===== src/rtl/params_pkg.sv =====
// Shared core parameters and types, including the reorder-buffer entry layout.
package params_pkg;

    localparam int unsigned ROB_ENTRY_WIDTH = 3;
    localparam int unsigned ADDR_WIDTH      = 32;
    localparam int unsigned CAUSE_WIDTH     = 4;
    localparam int unsigned ROB_ENTRIES     = 2 ** ROB_ENTRY_WIDTH;

    typedef enum logic [CAUSE_WIDTH-1:0] {
        EXC_INSTR_MISALIGNED = 4'd0,
        EXC_INSTR_FAULT      = 4'd1,
        EXC_ILLEGAL_INSTR    = 4'd2,
        EXC_BREAKPOINT       = 4'd3,
        EXC_LOAD_MISALIGNED  = 4'd4,
        EXC_LOAD_FAULT       = 4'd5,
        EXC_STORE_MISALIGNED = 4'd6,
        EXC_STORE_FAULT      = 4'd7,
        EXC_ECALL_U          = 4'd8,
        EXC_ECALL_M          = 4'd11
    } excpt_cause_t;

    typedef struct packed {
        logic                  valid;
        logic                  done;
        logic                  excpt;
        logic [ADDR_WIDTH-1:0] pc;
        logic [ADDR_WIDTH-1:0] tval;
        excpt_cause_t          cause;
    } rob_entry_t;

endpackage


===== src/rtl/rob_tracker.sv =====
// In-order completion tracker: allocates ROB slots at issue, records completions,
// retires one entry per cycle in program order and flushes on a precise exception.
module rob_tracker
    import params_pkg::excpt_cause_t;
    import params_pkg::rob_entry_t;
    import params_pkg::CAUSE_WIDTH;
#(
    parameter int unsigned ROB_ENTRY_WIDTH = params_pkg::ROB_ENTRY_WIDTH,
    parameter int unsigned ADDR_WIDTH      = params_pkg::ADDR_WIDTH
) (
    input  logic                       clk_i,
    input  logic                       rst_i,
    input  logic                       alloc_valid_i,
    input  logic [ADDR_WIDTH-1:0]      alloc_pc_i,
    output logic                       alloc_ready_o,
    output logic [ROB_ENTRY_WIDTH-1:0] alloc_idx_o,
    input  logic                       instr_is_completed_i,
    input  logic                       instr_with_excpt_i,
    input  logic [ROB_ENTRY_WIDTH-1:0] rob_idx_i,
    input  logic [ADDR_WIDTH-1:0]      instr_excpt_tval_i,
    input  excpt_cause_t               instr_excpt_cause_i,
    output logic                       commit_valid_o,
    output logic [ROB_ENTRY_WIDTH-1:0] commit_idx_o,
    output logic [ADDR_WIDTH-1:0]      commit_pc_o,
    output logic                       excpt_valid_o,
    output logic [ADDR_WIDTH-1:0]      excpt_pc_o,
    output logic [ADDR_WIDTH-1:0]      excpt_tval_o,
    output excpt_cause_t               excpt_cause_o,
    output logic                       flush_o,
    output logic                       empty_o,
    output logic                       full_o
);

    localparam int unsigned ENTRIES = 2 ** ROB_ENTRY_WIDTH;
    localparam int unsigned CW      = ROB_ENTRY_WIDTH + 1;

    rob_entry_t                 entries [ENTRIES];
    logic [ROB_ENTRY_WIDTH-1:0] head;
    logic [ROB_ENTRY_WIDTH-1:0] tail;
    logic [CW-1:0]              count;

    rob_entry_t head_e;
    logic       commit_fire;
    logic       excpt_fire;
    logic       alloc_fire;
    logic       complete_any;

    // Retire decisions and all outputs depend on registered state only.
    always_comb begin
        head_e         = entries[head];
        commit_fire    = head_e.valid && head_e.done && !head_e.excpt;
        excpt_fire     = head_e.valid && head_e.done && head_e.excpt;
        complete_any   = instr_is_completed_i || instr_with_excpt_i;

        full_o         = (count == CW'(ENTRIES));
        empty_o        = (count == CW'(0));
        alloc_ready_o  = !full_o && !excpt_fire;
        alloc_idx_o    = tail;
        alloc_fire     = alloc_valid_i && alloc_ready_o;

        commit_valid_o = commit_fire;
        commit_idx_o   = '0;
        commit_pc_o    = '0;
        excpt_valid_o  = excpt_fire;
        flush_o        = excpt_fire;
        excpt_pc_o     = '0;
        excpt_tval_o   = '0;
        excpt_cause_o  = excpt_cause_t'(CAUSE_WIDTH'(0));

        if (commit_fire) begin
            commit_idx_o = head;
            commit_pc_o  = head_e.pc;
        end
        if (excpt_fire) begin
            excpt_pc_o    = head_e.pc;
            excpt_tval_o  = head_e.tval;
            excpt_cause_o = head_e.cause;
        end
    end

    // Entry array and pointers; an exception at the head wipes everything.
    always_ff @(posedge clk_i) begin
        if (rst_i) begin
            head  <= '0;
            tail  <= '0;
            count <= '0;
            for (int i = 0; i < ENTRIES; i++) begin
                entries[i] <= '0;
            end
        end else if (excpt_fire) begin
            head  <= '0;
            tail  <= '0;
            count <= '0;
            for (int i = 0; i < ENTRIES; i++) begin
                entries[i].valid <= 1'b0;
                entries[i].done  <= 1'b0;
                entries[i].excpt <= 1'b0;
            end
        end else begin
            if (complete_any && entries[rob_idx_i].valid) begin
                entries[rob_idx_i].done  <= 1'b1;
                entries[rob_idx_i].excpt <= instr_with_excpt_i;
                if (instr_with_excpt_i) begin
                    entries[rob_idx_i].tval  <= instr_excpt_tval_i;
                    entries[rob_idx_i].cause <= instr_excpt_cause_i;
                end
            end
            if (commit_fire) begin
                entries[head].valid <= 1'b0;
                head                <= head + ROB_ENTRY_WIDTH'(1);
            end
            // Tail slot is never valid here: a full buffer blocks allocation.
            if (alloc_fire) begin
                entries[tail].valid <= 1'b1;
                entries[tail].done  <= 1'b0;
                entries[tail].excpt <= 1'b0;
                entries[tail].pc    <= alloc_pc_i;
                tail                <= tail + ROB_ENTRY_WIDTH'(1);
            end
            count <= count + CW'(alloc_fire) - CW'(commit_fire);
        end
    end

endmodule


===== config.mk =====
export PLATFORM = sky130hd
export DESIGN_NAME = rob_tracker
export DESIGN_NICKNAME = d
export VERILOG_FILES = /design/src/rtl/params_pkg.sv /design/src/rtl/rob_tracker.sv
export SDC_FILE = /design/constraint.sdc
export NUM_CORES = 1
export LEC_CHECK = 0
export CORE_MARGIN = 3
export CORE_UTILIZATION = 30
export DETAILED_ROUTE_END_ITERATION = 7
export PLACE_DENSITY = 0.51
export SLEW_MARGIN = 5
export SYNTH_ARGS = -nofsm -noshare
export SYNTH_HDL_FRONTEND = slang
export SYNTH_SLANG_ARGS = --single-unit

===== constraint.sdc =====
create_clock -name clk_i -period 6.6 [get_ports clk_i]
set_clock_uncertainty 0.15 [all_clocks]
set_input_delay 0.66 -clock clk_i [delete_from_list [all_inputs] [get_ports clk_i]]
set_output_delay 0.66 -clock clk_i [all_outputs]
set_load 0.01 [all_outputs]

==> metrics.md, run 1 <==
| Metric | Value |
|---|---|
| Grt total ovfl | 0 |
| Pleak | 10.8 nW |
| Post-CTS setup repair buffer count | 0 |
| Initial DRC Count | 1544 |
| Cells after DPL | 3146 |
| Die height | 303 um |
| Yosys top cell area share | 0.618 |
| Outcome | completed |
| Reg2Reg Depth | 13 |
| Crit-path slowest cell | dfxtp_4 |
| Worst Path Buf+Inv | 3 |
| Least-Margin Pin Slew | 1.27 ns |
| Top-count cell post-synth | edfxtp_1 |
| Max-cap violation count | 0 |
| Power per cell area | 263 nW/um2 |
| Vias in the first global route | 16900 |
| Share of async-settable or async-resettable flops after synthesis | 0 |
| CP cell instances | mux4_2 > nand2_1 > nand2_4 > nand2_4 > inv_2 > buf_4 > nor2_1 > clkdlybuf4s50_1 |
| Mapped Cells | 1902 |
| R2R Path End | count[2] |
| Avg Cell Area, Syn | 13.9 um2 |
| Register area share after synthesis | 0.646 |
| RSZ-0062 raised after global routing | no |
| WL/cell | 23.5 um |
| Final Hold Fails | 0 |
| Synth Flop Type | edfxtp_1 |
| Fraction of the cycle the final worst path needs | 0.811 |
| HPWL Detailed | 46300 um |
| Initial antenna violation count | 9 |
| Largest area contributor in the netlist | edfxtp_1 |
| Crit-path max FO | 47 |
| CP most frequent cell | nand2_4 |
| Synth cell types | 51 |
| Fillers | 8366 |
| First-pass GRT wire length | 114000 um |
| Clock latency on the worst-skew pair | 0.60 ns |
| Gr usage total | 0.168 |
| Area of placed instances | 29700 um2 |
| Critical path's top delay family | buffers and inverters |
| Final Max Tran Viols | 0 |
| Area of the core | 87200 um2 |
| Worst hold start | entries[3][68] |
| DRT Pass-1 Iters | 5 |
| Register bit total from synthesis | 581 |
| Final worst slack | 1.25 ns |
| Worst min path class | flip-flop to flip-flop |
| Ratio of cells with drive above 1 in the final layout | 0.156 |
| Fin nets | 2147 |
| Area Overhead vs Synth | 20.2% |
| DRC | 0 |
| CTS tree | built |
| Post-Syn Nets | 1988 |
| EDFF count, synth | 544 |
| CTS root buffer | clkbuf_16 |
| Largest net degree at the start of global routing | 65 |
| Drt via density | 5.01 |
| Hold-fix buffers at CTS | 0 |
| Crit path DAT | 4.54 ns |
| Port bufs | 187 |
| Crit path capture type | output pin |
| Max clock buf depth | 3 |
| CP Data Required Time | 5.79 ns |
| Setup TNS Final | 0 ns |
| Crit path kind | flip-flop to output pin |
| FF+latch area | 17100 um2 |
| Global placement routability congestion | 0.791 |
| Worst hold margin | 0.363 ns |
| Post-layout min period | 5.35 ns |
| Design area | 31800 um2 |
| DRT Wirelength | 76700 um |
| Die ar. | 91800 um2 |
| Final Power | 8.35 mW |
| Worst Hold Depth | 2 |
| Vias | 16400 |
| Slowest stage delay, CP | 0.71 ns |
| Commonest cells post-synth | edfxtp_1, nor2_1, and2_1 |
| Layout Utilization | 0.365 |
| Startpoint types | flip-flop |
| Max Fclk | 187 MHz |
| Yosys synthesis warning count | 0 |
| CTS H-tree depth | 3 |
| Final setup fails | 0 |
| Slew margin rel. | 0.151 |
| Finished Layout Cells | 3269 |
| Horiz. Die Dim | 303 um |
| Boundary Pins | 188 |
| Hold worst-path end | entries[3][68] |
| Num CTS Buffers | 68 |
| Clock-pin slew on the worst setup and hold paths | 0.05 ns |
| Post-Place Worst Slack | 1.49 ns |
| Worst vdd ir | 0.000185 V |
| Post-CTS Resized | 0 |
| Setup slack, reg-to-reg | 2.12 ns |
| Synth area leaders | edfxtp_1, mux4_2, and2_1 |
| Multi-input gate area | 8910 um2 |
| Starting density of the core | 0.303 |
| Synth Cell Area | 26400 um2 |
| Sinks on the clock net | 581 |
| Cell Rows | 108 |
| ANT nets after route | 0 |
## sequential cells by signal (all words and copies together), names as in the netlist, named ones only
name and cells:
entries 568, count 4, alloc_idx_o 3, head 3
## cell type report
class                      instances  area share
antenna                            3    0.000236
inverter                          16     0.00197
sequential                       581       0.537
multi-input combinational       1158       0.280
clock inverter                    34     0.00842
clock buffer                      86      0.0563
timing repair buffer             236      0.0703
tap                             1155      0.0454
## worst min-delay path, stage by stage, from the launching register on
cell      delay, ns
dfxtp_1        0.30
o311ai_0       0.08
a211oi_1       0.07
## cells by family after synthesis
logic type | count (synthesis) | synth area share
simple gates | 854 | 0.157
mux | 174 | 0.131
compound gates | 116 | 0.0332
buf+inv | 163 | 0.0269
xor+xnor | 4 | 0.00132
flops | 581 | 0.646
fa+ha+maj | 10 | 0.00501
## where the power goes
group	leakage [nW]	internal [mW]	total (mW)	switching (mW)
combinational	3.89	0.205	0.567	0.362
sequential	5.93	4.20	4.26	0.0581
clock	1.01	2.04	3.53	1.49
## cell usage in the layout, fill, tap and decap left out, types with 34 or more instances in the layout
master,instances
buf_4,49
clkbuf_16,69
or4_1,36
clkdlybuf4s50_1,186
and2_1,259
dfxtp_1,34
edfxtp_1,544
mux4_2,138
nor2_1,359
a21oi_1,41
mux2i_1,35
nand2_1,131
## worst max-delay path by stage
stage / startpoint / cells after the start / slack, ns / to
after global placement: rob_idx_i[2] / 8 / 1.59 / entries[6][7]
final: flip-flop / 8 / 1.25 / alloc_ready_o
after detailed placement: rob_idx_i[2] / 8 / 1.49 / entries[7][29]
after global routing: flip-flop / 8 / 0.92 / excpt_valid_o
after floorplan: rob_idx_i[2] / 7 / 1.42 / entries[7][0]
after CTS: flip-flop / 8 / 1.12 / alloc_ready_o
## routing by layer
| layer | share of wire | track usage | up-vias |
|---|---|---|---|
| li1 | - | - | 7312 |
| met1 | 0.43 | 0.227 | 8371 |
| met2 | 0.48 | 0.278 | 543 |
| met3 | 0.061 | 0.0308 | 136 |
| met4 | 0.023 | 0.0444 | 10 |
| met5 | 0.00083 | 0 | - |
No activity file was read; power rests on OpenSTA's default activity.
==> inputs of run 2 (changes only) <==
clock period = 5.1 ns   (was 6.6 ns; I/O delays follow)
==> run 2 against run 1 <==
  * Power grew 33%
  * Combinational power up 31%
  * Largest power group unchanged
  * Design area is 0.94% higher
  * Final cell count rose by 0.37%
  * Sequential share of layout area shrank 0.50 points
  * Critical path depth is 1 lower
  * Clock power grew 37%
  * Sequential cell count is the same
  * Register-to-register slack got worse by 1.1 ns
  * Global-route usage grew 0.13 points
  * Worst hold slack worse by 0.0025 ns
  * Sequential power rose by 29%
==> metrics.md, run 2 (synthesis results as in run 1) <==
| Metric | Value |
|---|---|
| Num CTS Buffers | 69 |
| CTS tree | built |
| Crit path kind | flip-flop to output pin |
| Fillers | 8284 |
| Port bufs | 187 |
| Post-CTS setup repair buffer count | 0 |
| Least-Margin Pin Slew | 1.15 ns |
| Horiz. Die Dim | 303 um |
| Most flop-heavy register | entries |
| Max Fclk | 207 MHz |
| Sinks on the clock net | 581 |
| Power per cell area | 345 nW/um2 |
| Area of the core | 87200 um2 |
| Post-layout min period | 4.83 ns |
| Crit-path max FO | 35 |
| Post-Place Worst Slack | 0.815 ns |
| Clock-pin slew on the worst setup and hold paths | 0.05 ns |
| Critical path's top delay family | simple AND/OR/NAND/NOR gates |
| Slew margin rel. | 0.234 |
| Vias | 16500 |
| RSZ-0062 raised after global routing | no |
| Drt via density | 5.04 |
| Biggest regs | entries (568), count (4) |
| CP most frequent cell | nand2_4 |
| Global placement routability congestion | 0.758 |
| Setup TNS Final | 0 ns |
| Design area | 32100 um2 |
| Crit-path slowest cell | dfxtp_4 |
| Final worst slack | 0.274 ns |
| HPWL Detailed | 44700 um |
| Die height | 303 um |
| DRT Wirelength | 77700 um |
| Final Max Tran Viols | 0 |
| Final Hold Fails | 0 |
| Pleak | 10.9 nW |
| Worst Path Buf+Inv | 2 |
| Gr usage total | 0.169 |
| DRT Pass-1 Iters | 5 |
| Hold-fix buffers at CTS | 0 |
| Worst vdd ir | 0.000224 V |
| Vias in the first global route | 17300 |
| Clock latency on the worst-skew pair | 0.60 ns |
| Cell Rows | 108 |
| Crit path DAT | 4.17 ns |
| Boundary Pins | 188 |
| Outcome | completed |
| Starting density of the core | 0.303 |
| Grt total ovfl | 0 |
| Ratio of cells with drive above 1 in the final layout | 0.161 |
| Cells after DPL | 3149 |
| Fin nets | 2151 |
| Initial antenna violation count | 7 |
| CP Data Required Time | 4.44 ns |
| First-pass GRT wire length | 115000 um |
| CTS root buffer | clkbuf_16 |
| DRC | 0 |
| Layout Utilization | 0.368 |
| Worst min path class | flip-flop to flip-flop |
| Area of placed instances | 29900 um2 |
| Die ar. | 91800 um2 |
| Max-cap violation count | 0 |
| CP cell instances | mux4_2 > nand2_1 > nand2_4 > nand2_4 > inv_2 > nor2_1 > clkdlybuf4s50_1 |
| Final Power | 11.1 mW |
| Most frequent cells in the layout | edfxtp_1, nor2_1, and2_1 |
| FF+latch area | 17100 um2 |
| Slowest stage delay, CP | 0.76 ns |
| Commonest non-fill, non-tap cell in the layout | edfxtp_1 |
| Multi-input gate area | 8910 um2 |
| ANT nets after route | 0 |
| Final setup fails | 0 |
| Largest net degree at the start of global routing | 124 |
| WL/cell | 23.7 um |
| Worst hold margin | 0.361 ns |
| Area Overhead vs Synth | 21.4% |
| Finished Layout Cells | 3281 |
| Max reg flops | 568 |
| Initial DRC Count | 1354 |
| Startpoint types | flip-flop |
| CTS H-tree depth | 3 |
| Crit path capture type | output pin |
| Post-CTS Resized | 0 |
| Fraction of the cycle the final worst path needs | 0.946 |
| Max clock buf depth | 3 |
[run 2: report_power, final]
group / total, mW / switching, mW / internal (mW)
combinational: 0.742 / 0.468 / 0.274
sequential: 5.50 / 0.0713 / 5.43
clock: 4.83 / 2.02 / 2.82
[run 2: final timing paths]
kind,startpoint,endpoint,slack [ns],cells past startpoint
worst max-delay path,flip-flop,alloc_ready_o,0.27,7
worst min-delay path,entries[0][68],entries[0][68],0.36,2
worst max register to register,flip-flop,count[2],0.98,13
worst min register to register,entries[0][68],entries[0][68],0.36,2
[run 2: metal layers]
layer | track usage | wire, um | up-vias
met5 | 0 | 69 | -
met4 | 0.0410 | 1470 | 8
met3 | 0.0299 | 4800 | 113
met2 | 0.291 | 39100 | 552
met1 | 0.222 | 32300 | 8505
li1 | - | - | 7357
[run 2: worst min-delay path, delay by kind of cell (launching register included)]
kind / cells / cell delay, ns
flops: 1 / 0.31
compound gates: 2 / 0.15
[run 2: area by class of cell]
type / instances / share of cell area
sequential: 581 / 0.532
multi-input combinational: 1158 / 0.278
timing repair buffer: 239 / 0.0738
clock buffer: 88 / 0.0567
tap: 1155 / 0.0450
clock inverter: 40 / 0.0125
inverter: 16 / 0.00195
antenna: 4 / 0.000312
==> inputs of run 3 (changes only) <==
CELL_PAD_IN_SITES_DETAIL_PLACEMENT = 1   (was default)
CELL_PAD_IN_SITES_GLOBAL_PLACEMENT = 2   (was default)
PLACE_DENSITY = 0.65   (was 0.51)
==> run 3 against run 2 <==
  * Wire length rose by 5.3%
  * Maximum frequency rose by 2.9%
  * Worst setup slack improved by 0.14 ns
  * Count of clock-buffer cells in the layout rose by 3
  * Sequential cell count did not move
  * Clock power fell by 0.8%
  * Via count rose by 0.51%
  * Sequential power barely moved
  * Largest cell class unchanged
  * Utilization fell by 0.053 points
  * Global-route usage rose by 1.1 points
==> metrics.md, run 3 (synthesis results as in run 1) <==
| Metric | Value |
|---|---|
| ANT nets after route | 0 |
| Gr usage total | 0.180 |
| Port bufs | 187 |
| CTS root buffer | clkbuf_16 |
| DRT Wirelength | 81800 um |
| CP Data Required Time | 4.44 ns |
| Initial DRC Count | 1218 |
| Startpoint types | flip-flop |
| Pleak | 10.9 nW |
| Fraction of the cycle the final worst path needs | 0.919 |
| HPWL Detailed | 47500 um |
| Boundary Pins | 188 |
| CP cell instances | nand3_1 > o2111ai_1 > and4_1 > buf_4 > nand2_4 > inv_2 > buf_4 > clkdlybuf4s50_1 |
| Largest net degree at the start of global routing | 65 |
| Least-Margin Pin Slew | 1.10 ns |
| Clock-pin slew on the worst setup and hold paths | 0.06 ns |
| Final Power | 11.1 mW |
| DRT Pass-1 Iters | 5 |
| Hold worst-path end | entries[0][68] |
| Post-layout min period | 4.69 ns |
| Crit path capture type | output pin |
| Initial antenna violation count | 4 |
| Post-CTS setup repair buffer count | 0 |
| R2R Path End | count[2] |
| Die ar. | 91800 um2 |
| First-pass GRT wire length | 122000 um |
| Hold-fix buffers at CTS | 0 |
| Final Max Tran Viols | 0 |
| Area of the core | 87200 um2 |
| Worst vdd ir | 0.000216 V |
| CTS H-tree depth | 3 |
| FF+latch area | 17100 um2 |
| Multi-input gate area | 8910 um2 |
| Crit path kind | flip-flop to output pin |
| Commonest non-fill, non-tap cell in the layout | edfxtp_1 |
| WL/cell | 25.0 um |
| Worst Path Buf+Inv | 4 |
| Global placement routability congestion | 0.747 |
| Grt total ovfl | 0 |
| Most frequent cells in the layout | edfxtp_1, nor2_1, and2_1 |
| Power per cell area | 345 nW/um2 |
| Post-CTS Resized | 0 |
| Max Fclk | 213 MHz |
| Reg2Reg Depth | 13 |
| Biggest regs | entries (568), count (4) |
| Vias | 16600 |
| Ratio of cells with drive above 1 in the final layout | 0.159 |
| CTS tree | built |
| Horiz. Die Dim | 303 um |
| Cell Rows | 108 |
| Sinks on the clock net | 581 |
| Drt via density | 5.08 |
| Num CTS Buffers | 68 |
| Setup TNS Final | 0 ns |
| DRC | 0 |
| Final worst slack | 0.411 ns |
| Critical path's top delay family | buffers and inverters |
| Clock latency on the worst-skew pair | 0.60 ns |
| Max clock buf depth | 3 |
| Worst hold start | instr_with_excpt_i |
| Final Hold Fails | 0 |
| Worst min path class | input pin to flip-flop |
| Outcome | completed |
| Fin nets | 2155 |
| Starting density of the core | 0.303 |
| Setup slack, reg-to-reg | 1.02 ns |
| RSZ-0062 raised after global routing | no |
| Most flop-heavy register | entries |
| Worst Hold Depth | 3 |
| CP most frequent cell | buf_4 |
| Slowest stage delay, CP | 0.79 ns |
| Area Overhead vs Synth | 21.2% |
| Max-cap violation count | 0 |
| Post-Place Worst Slack | 0.956 ns |
| Crit path DAT | 4.03 ns |
| Final setup fails | 0 |
| Vias in the first global route | 18100 |
| Max reg flops | 568 |
| Slew margin rel. | 0.264 |
| Crit-path slowest cell | dfxtp_4 |
| Die height | 303 um |
| Fillers | 9002 |
| Crit-path max FO | 36 |
-- run 3: worst register-to-register path, cell delays in order (launching register included) --
cell and delay (ns):
dfxtp_4 0.79, mux4_2 0.63, nand2_1 0.13, nand2_4 0.22, nand2_4 0.18, buf_4 0.50, nand2_1 0.13, ha_1 0.30
inv_1 0.07, ha_1 0.17, inv_1 0.07, fa_1 0.40, xor2_1 0.14, nor2_1 0.06
-- run 3: worst max path at each step --
| stage | end | startpoint | slack (ns) | depth (start not counted) |
|---|---|---|---|---|
| global placement | count[2] | flip-flop | 1.01 | 13 |
| global route | flush_o | flip-flop | 0.10 | 8 |
| finish | flush_o | flip-flop | 0.41 | 8 |
| CTS | flush_o | flip-flop | 0.31 | 8 |
| detailed placement | entries[5][13] | rob_idx_i[2] | 0.96 | 7 |
| floorplan | entries[7][0] | rob_idx_i[2] | 0.07 | 7 |
-- run 3: metrics by stage --
step	util	instances	cell area [um2]	hold slack (ns)
after global routing	0.368	3273	32100	0.304
after floorplan	-	1902	26400	0.321
after detailed placement	0.343	3154	29900	0.349
final	0.368	3274	32100	0.298
after CTS	0.368	3273	32100	0.256
after global placement	0.343	3154	29900	0.347
-- run 3: final cells by class --
cell class / count / area share
Antenna cell: 1 / 0.0000781
Timing Repair Buffer: 244 / 0.0739
Multi-Input combinational cell: 1158 / 0.278
Clock buffer: 91 / 0.0584
Clock inverter: 28 / 0.00976
Tap cell: 1155 / 0.0451
Sequential cell: 581 / 0.533
Inverter: 16 / 0.00195
-- run 3: metal layers --
layer  vias up  track usage  routed length [um]
li1       7325            -                   -
met1      8796        0.232               34800
met2       383        0.317               41800
met3       112       0.0270                3490
met4         4       0.0449                1610
met5         -            0                  29
-- run 3: power by group --
part	internal [mW]	leakage, nW	switching, mW	total [mW]
logic	0.279	3.96	0.484	0.763
registers	5.43	5.93	0.0765	5.51
clock network	2.80	1.06	2.00	4.79
total	8.51	10.9	2.56	11.1
